==> config.mk <==
export PLATFORM = sky130hd
export DESIGN_NAME = mlbmp_plot_flat
export DESIGN_NICKNAME = d
export VERILOG_FILES = /design/src/rtl/mlbmp_pkg.sv /design/src/rtl/mlbmp_plot_if.sv /design/src/rtl/mlbmp_addr.sv /design/src/rtl/mlbmp_plot.sv /design/src/flat_wrapper.sv
export SDC_FILE = /design/constraint.sdc
export NUM_CORES = 1
export LEC_CHECK = 0
export CAP_MARGIN = 30
export CORE_AREA = 2 2 69 71
export CTS_BUF_LIST = sky130_fd_sc_hd__clkbuf_8
export DETAILED_ROUTE_END_ITERATION = 10
export DIE_AREA = 0 0 71 73
export PLACE_DENSITY = 0.75
export RECOVER_POWER = 100
export SYNTH_ARGS = -nofsm -noshare
export SYNTH_HDL_FRONTEND = slang
export SYNTH_SLANG_ARGS = --single-unit
export TNS_END_PERCENT = 1
==> constraint.sdc <==
create_clock -name clk -period 2.4 [get_ports clk]
set_clock_uncertainty 0.2 [all_clocks]
set_input_delay 0.48 -clock clk [delete_from_list [all_inputs] [get_ports clk]]
set_output_delay 0.48 -clock clk [all_outputs]
set_load 0.02 [all_outputs]
==> src/rtl/mlbmp_pkg.sv <==
// mlbmp_pkg: shared screen geometry, op encodings and plotter states
package mlbmp_pkg;
  localparam int SCR_W_DEF = 320;
  localparam int SCR_H_DEF = 240;
  function automatic int bytes_per_row(input int w);
    return w / 8;
  endfunction
  localparam int BYTES_PER_ROW = bytes_per_row(SCR_W_DEF);
  typedef enum logic [1:0] {OP_CLR = 2'b00, OP_SET = 2'b01, OP_XOR = 2'b10, OP_FILL = 2'b11} op_t;
  typedef enum logic [2:0] {IDLE, RD, WR, FILL, ERR} state_t;
endpackage

==> src/rtl/mlbmp_plot_if.sv <==
// mlbmp_plot_if: command handshake and screen memory bus (master issues commands and serves memory; slave is the plotter)
interface mlbmp_plot_if;
  logic req;
  logic [1:0] op;
  logic [8:0] x;
  logic [7:0] y;
  logic color;
  logic ready;
  logic done;
  logic err;
  logic [15:0] mem_addr;
  logic mem_re;
  logic [7:0] mem_rdata;
  logic mem_we;
  logic [7:0] mem_wdata;
  modport master (output req, op, x, y, color, mem_rdata, input ready, done, err, mem_addr, mem_re, mem_we, mem_wdata);
  modport slave (input req, op, x, y, color, mem_rdata, output ready, done, err, mem_addr, mem_re, mem_we, mem_wdata);
endinterface

==> src/rtl/mlbmp_addr.sv <==
// mlbmp_addr: pixel (x,y) to screen byte address {y,2'b00,x[8:3]} and bit index x[2:0] (bit 0 = leftmost)
module mlbmp_addr (
  input  logic [8:0]  x,
  input  logic [7:0]  y,
  output logic [15:0] addr,
  output logic [2:0]  bit_idx
);
  assign addr = {y, 2'b00, x[8:3]};
  assign bit_idx = x[2:0];
endmodule

==> src/rtl/mlbmp_plot.sv <==
// mlbmp_plot: 1bpp pixel plotter (clear/set/xor via read-modify-write, fill screen); clk, async rst_n, bus = mlbmp_plot_if.slave; xor enabled by MLBMP_PLOT_XOR_EN
module mlbmp_plot
  import mlbmp_pkg::*;
#(
  parameter int SCR_W = SCR_W_DEF,
  parameter int SCR_H = SCR_H_DEF
) (
  input logic         clk,
  input logic         rst_n,
  mlbmp_plot_if.slave bus
);
  localparam logic [8:0] w_lim = 9'(SCR_W);
  localparam logic [7:0] h_lim = 8'(SCR_H);
  localparam logic [5:0] last_col = 6'(bytes_per_row(SCR_W) - 1);
  localparam logic [7:0] last_row = 8'(SCR_H - 1);
  state_t state, state_nx;
  op_t op_q, op_in;
  logic [8:0] x_q;
  logic [7:0] y_q, row;
  logic [5:0] col;
  logic color_q, accept, bad, fill_last;
  logic [15:0] pix_addr;
  logic [2:0] pix_bit;
  logic [7:0] mask, pix_data;
  mlbmp_addr u_addr (.x(x_q), .y(y_q), .addr(pix_addr), .bit_idx(pix_bit));
  assign op_in = op_t'(bus.op);
  assign accept = bus.req && state == IDLE;
  assign fill_last = row == last_row && col == last_col;
  assign mask = 8'b1 << pix_bit;
`ifdef MLBMP_PLOT_XOR_EN
  assign bad = op_in != OP_FILL && (bus.x >= w_lim || bus.y >= h_lim);
  assign pix_data = op_q == OP_CLR ? bus.mem_rdata & ~mask
                  : op_q == OP_XOR ? bus.mem_rdata ^ mask
                  : bus.mem_rdata | mask;
`else
  assign bad = op_in == OP_XOR || (op_in != OP_FILL && (bus.x >= w_lim || bus.y >= h_lim));
  assign pix_data = op_q == OP_CLR ? bus.mem_rdata & ~mask : bus.mem_rdata | mask;
`endif
  always_ff @(posedge clk or negedge rst_n)
    if (!rst_n) state <= IDLE;
    else state <= state_nx;
  always_comb begin
    state_nx = state == IDLE ? (accept ? (bad ? ERR : op_in == OP_FILL ? FILL : RD) : IDLE)
             : state == RD ? WR
             : state == FILL && !fill_last ? FILL
             : IDLE;
  end
  // row/col walk the screen during FILL; the wrap past the last byte is harmless as the next accept rezeroes them
  always_ff @(posedge clk or negedge rst_n)
    if (!rst_n) begin
      op_q <= OP_CLR;
      x_q <= '0;
      y_q <= '0;
      color_q <= 1'b0;
      row <= '0;
      col <= '0;
    end else if (accept) begin
      op_q <= op_in;
      x_q <= bus.x;
      y_q <= bus.y;
      color_q <= bus.color;
      row <= '0;
      col <= '0;
    end else if (state == FILL) begin
      col <= col == last_col ? '0 : col + 6'd1;
      row <= col == last_col ? row + 8'd1 : row;
    end
  always_comb begin
    bus.ready = state == IDLE;
    bus.done = state == WR || (state == FILL && fill_last);
    bus.err = state == ERR;
    bus.mem_re = state == RD;
    bus.mem_we = state == WR || state == FILL;
    bus.mem_addr = (state == RD || state == WR) ? pix_addr : state == FILL ? {row, 2'b00, col} : '0;
    bus.mem_wdata = state == WR ? pix_data : state == FILL ? {8{color_q}} : '0;
  end
endmodule

==> src/flat_wrapper.sv <==
// flat-port wrapper written by rule: the top's interface ports become plain ports
module mlbmp_plot_flat import mlbmp_pkg::*;
#(
  parameter int SCR_W = SCR_W_DEF,
  parameter int SCR_H = SCR_H_DEF
)
  (clk, rst_n, bus_req, bus_op, bus_x, bus_y, bus_color, bus_mem_rdata, bus_ready, bus_done, bus_err, bus_mem_addr, bus_mem_re, bus_mem_we, bus_mem_wdata);
  mlbmp_plot_if bus_i ();
  input logic clk;
  input logic rst_n;
  input wire logic [$bits(bus_i.req)-1:0] bus_req;
  input wire logic [$bits(bus_i.op)-1:0] bus_op;
  input wire logic [$bits(bus_i.x)-1:0] bus_x;
  input wire logic [$bits(bus_i.y)-1:0] bus_y;
  input wire logic [$bits(bus_i.color)-1:0] bus_color;
  input wire logic [$bits(bus_i.mem_rdata)-1:0] bus_mem_rdata;
  output wire logic [$bits(bus_i.ready)-1:0] bus_ready;
  output wire logic [$bits(bus_i.done)-1:0] bus_done;
  output wire logic [$bits(bus_i.err)-1:0] bus_err;
  output wire logic [$bits(bus_i.mem_addr)-1:0] bus_mem_addr;
  output wire logic [$bits(bus_i.mem_re)-1:0] bus_mem_re;
  output wire logic [$bits(bus_i.mem_we)-1:0] bus_mem_we;
  output wire logic [$bits(bus_i.mem_wdata)-1:0] bus_mem_wdata;
  assign bus_i.req = bus_req;
  assign bus_i.op = bus_op;
  assign bus_i.x = bus_x;
  assign bus_i.y = bus_y;
  assign bus_i.color = bus_color;
  assign bus_i.mem_rdata = bus_mem_rdata;
  assign bus_ready = bus_i.ready;
  assign bus_done = bus_i.done;
  assign bus_err = bus_i.err;
  assign bus_mem_addr = bus_i.mem_addr;
  assign bus_mem_re = bus_i.mem_re;
  assign bus_mem_we = bus_i.mem_we;
  assign bus_mem_wdata = bus_i.mem_wdata;
  mlbmp_plot #(.SCR_W(SCR_W), .SCR_H(SCR_H)) u_core (.clk(clk), .rst_n(rst_n), .bus(bus_i));
endmodule
==> results.tsv <==
stage	metric	value	unit
grt	grtUsageMet2	35.1	%
sta	worst_pin_slew	0.927	ns
synth	yosysMostFrequentCell	nand2_1	
worst_setup_path	crit_arrival	1.71	ns
cells_and_area	syn2layout_area_growth	37.2	%
cts	clk_latency	0.29	ns
synth	synth_warnings	0	
worst_setup_path	worstPathMaxFanout	6	
worst_setup_path	crit_family	buffers and inverters	
worst_setup_path	worstPathRequired	1.72	ns
cells_and_area	layout.cells.non_filler	376	
status	status	finished, final reports clean	
floorplanning	start_util	45.8	%
run	drv_cap	0	
grt	grt_pass1_wl	9080	um
sta	holdWs	0.271	ns
worst_setup_path	crit_buf_inv	2	
worst_setup_path	path_cells	buf_4 -> nor3_1 -> dlygate4sd2_1	
grt	overflow	0	
placed_design	dp_hpwl	4050	um
worst_setup_path	cpMaxStageDelayCell	dfrtp_1	
grt	global_route.usage.met3	4.14	%
synth	synthFlopType	dfrtp_1	
cells_and_area	fin_area	2850	um2
detailed_routing	wl_per_cell	14.7	um
synth	seq_area_frac_synth	44.5	%
placed_design	dp_cells	369	
grt	grt_pass1_vias	1850	
power	ir_drop	0.332	mV
placed_design	finalWeightedCongestion	0.811	
sta	fmax	0.418	GHz
cts	cts_sinks	37	
sta	period_needed	2.39	ns
synth	synthArstFlopShare	100	%
grt	top_usage_layer	met2	
detailed_routing	postRouteAntennaNets	0	
cts	htreeDepth	2	
worst_hold_path	min_path_type	flop to flop	
cts	clockRootBuffer	clkbuf_8	
detailed_routing	drc	0	
sta	setup-tns-final	0	ns
floorplanning	io_pins	60	
cts	clock_path_buffers	2	
sta	slew_violations	0	
placed_design	post-place-ws	-0.159	ns
synth	synth_cell_type_count	38	
placed_design	io_buffer_count	57	
synth	syn_area	2080	um2
detailed_routing	wl	5540	um
worst_setup_path	critPathCaptureType	output port	
synth	netlist.area_leader.share	44.5	%
cts	cts_tree	yes	
detailed_routing	drt_iter0_drc	141	
detailed_routing	first_pass_iters	4	
synth	synth_common_cells	73 x nand2_1, 37 x dfrtp_1, 15 x nor2_1, 12 x o21ai_0, 11 x a22o_1	
power	powerDensity	397	nW/um2
worst_setup_path	worstSetupPathType	flop to output port	
cts	clk_pin_slew_worst_paths	0.07	ns
cells_and_area	drive_gt1_share	17.7	%
sta	finalCritPeriodShare	99.7	%
sta	rsz0062_at_grt	true	
detailed_routing	routed_via_density	5.26	
grt	grt_max_degree	38	
synth	synth-seq-cells	37	
synth	syn_inst	242	
cts	numCtsBuffers	5	
floorplanning	die_w	71	um
synth	yosys-top-cells-area	dfrtp_1 45%, nand2_1 13%, a22o_1 4.6%	
grt	grt_usage	22.5	%
floorplanning	rows	25	
sta	slew_headroom	38.2	%
worst_setup_path	worstSetupStartpointType	flop	
cells_and_area	diodes	0	
placed_design	placed_area	2870	um2
sta	hold_viol	0	
detailed_routing	vias	1977	
synth	synth_area_leader_cell	dfrtp_1	
sta	setup_ws	0.00814	ns
floorplanning	die_area	5180	um2
power	p_leak	1.46	nW
grt	met1_usage	31.5	%
sta	setup_viol	0	
floorplanning	die_y	73	um
floorplanning	core-area	4540	um2
worst_setup_path	slowest_delay	0.44	ns
synth	synth_edf_count	0	
cells_and_area	fin_nets	355	
grt	antenna_found_initial	0	
synth	syn_avg_cell_area	8.59	um2
-- where the power goes --
| part | switching (W) | internal (W) | leakage (nW) |
|---|---|---|---|
| Clock | 0.000211 | 0.000224 | 0.0485 |
| Sequential | 0 | 0.000623 | 0.500 |
| Combinational | 0.0000276 | 0.0000461 | 0.911 |
| Total | 0.000238 | 0.000893 | 1.46 |
-- cells in the final DEF (no fill, tap or decap), types with 7 or more instances in the layout --
cell and instances:
a22o_1 11, buf_4 26, clkbuf_1 11, clkbuf_2 12
clkdlybuf4s50_1 29, dfrtp_1 36, mux2i_1 9, nand2_1 72
nor2_1 16, o21ai_0 11, xnor2_1 7
-- stage by stage --
step	utilization, %	power (W)
2_1_floorplan	-	0.000647
3_3_place_gp	63.4	0.000709
3_5_place_dp	63.4	0.000709
4_1_cts	65.3	0.00114
5_1_grt	62.9	0.00117
6_report	62.9	0.00113
-- repair_timing --
item | in CTS | in global routing
pin swaps | 0 | 1
cloned | 0 | 0
hold buffers | 0 | 0
gates resized for setup | 46 | 37
setup endpoints to repair | 25 | 23
setup buffers | 0 | 0
-- kinds of logic after synthesis --
kind of cell,synth area share (%)
multiplexers,4.33
AO/OA/AOI/OAI,11.0
other,0.180
adder cells (fa/ha/maj),1.20
buffers and inverters,4.75
AND/OR/NAND/NOR,29.8
XOR/XNOR,4.21
flip-flops,44.5
-- tightest hold or removal path: stages, from the launching register on --
cell and delay [ns]:
dfrtp_1 0.34, nand2_1 0.05, nand2_1 0.05
-- final cells by class --
type / count / area (um2)
inverter: 3 / 11.3
clock inverter: 1 / 3.75
timing repair buffer: 89 / 693
multi-input combinational: 186 / 1070
fill: 407 / 1680
tap: 54 / 67.6
sequential: 37 / 927
clock buffer: 6 / 82.6
-- sequential cells by signal, indices dropped and copies added, names as in the netlist --
register / cells
u_core.col: 6
u_core.x_q: 9
u_core.op_q: 2
u_core.row: 8
u_core.color_q: 1
u_core.y_q: 8
u_core.state: 3
-- layer usage --
layer  routed length, um  vias up
met3                 262        9
met4                  89        0
li1                    -      978
met1                2530      926
met5                   0        -
met2                2660       64
-- final timing paths --
kind | from | endpoint | slack [ns] | cells past startpoint
max | u_core.state[1] | bus_ready | 0.008 | 3
min | u_core.op_q[1] | u_core.op_q[1] | 0.27 | 2
max reg2reg | u_core.state[1] | u_core.y_q[0] | 0.05 | 6
min reg2reg | u_core.op_q[1] | u_core.op_q[1] | 0.27 | 2
max in group asynchronous | rst_n | u_core.x_q[0] | 0.70 | 2
min in group asynchronous | rst_n | u_core.y_q[6] | 0.66 | 2
Note: power is estimated with default switching activity, not from simulation.
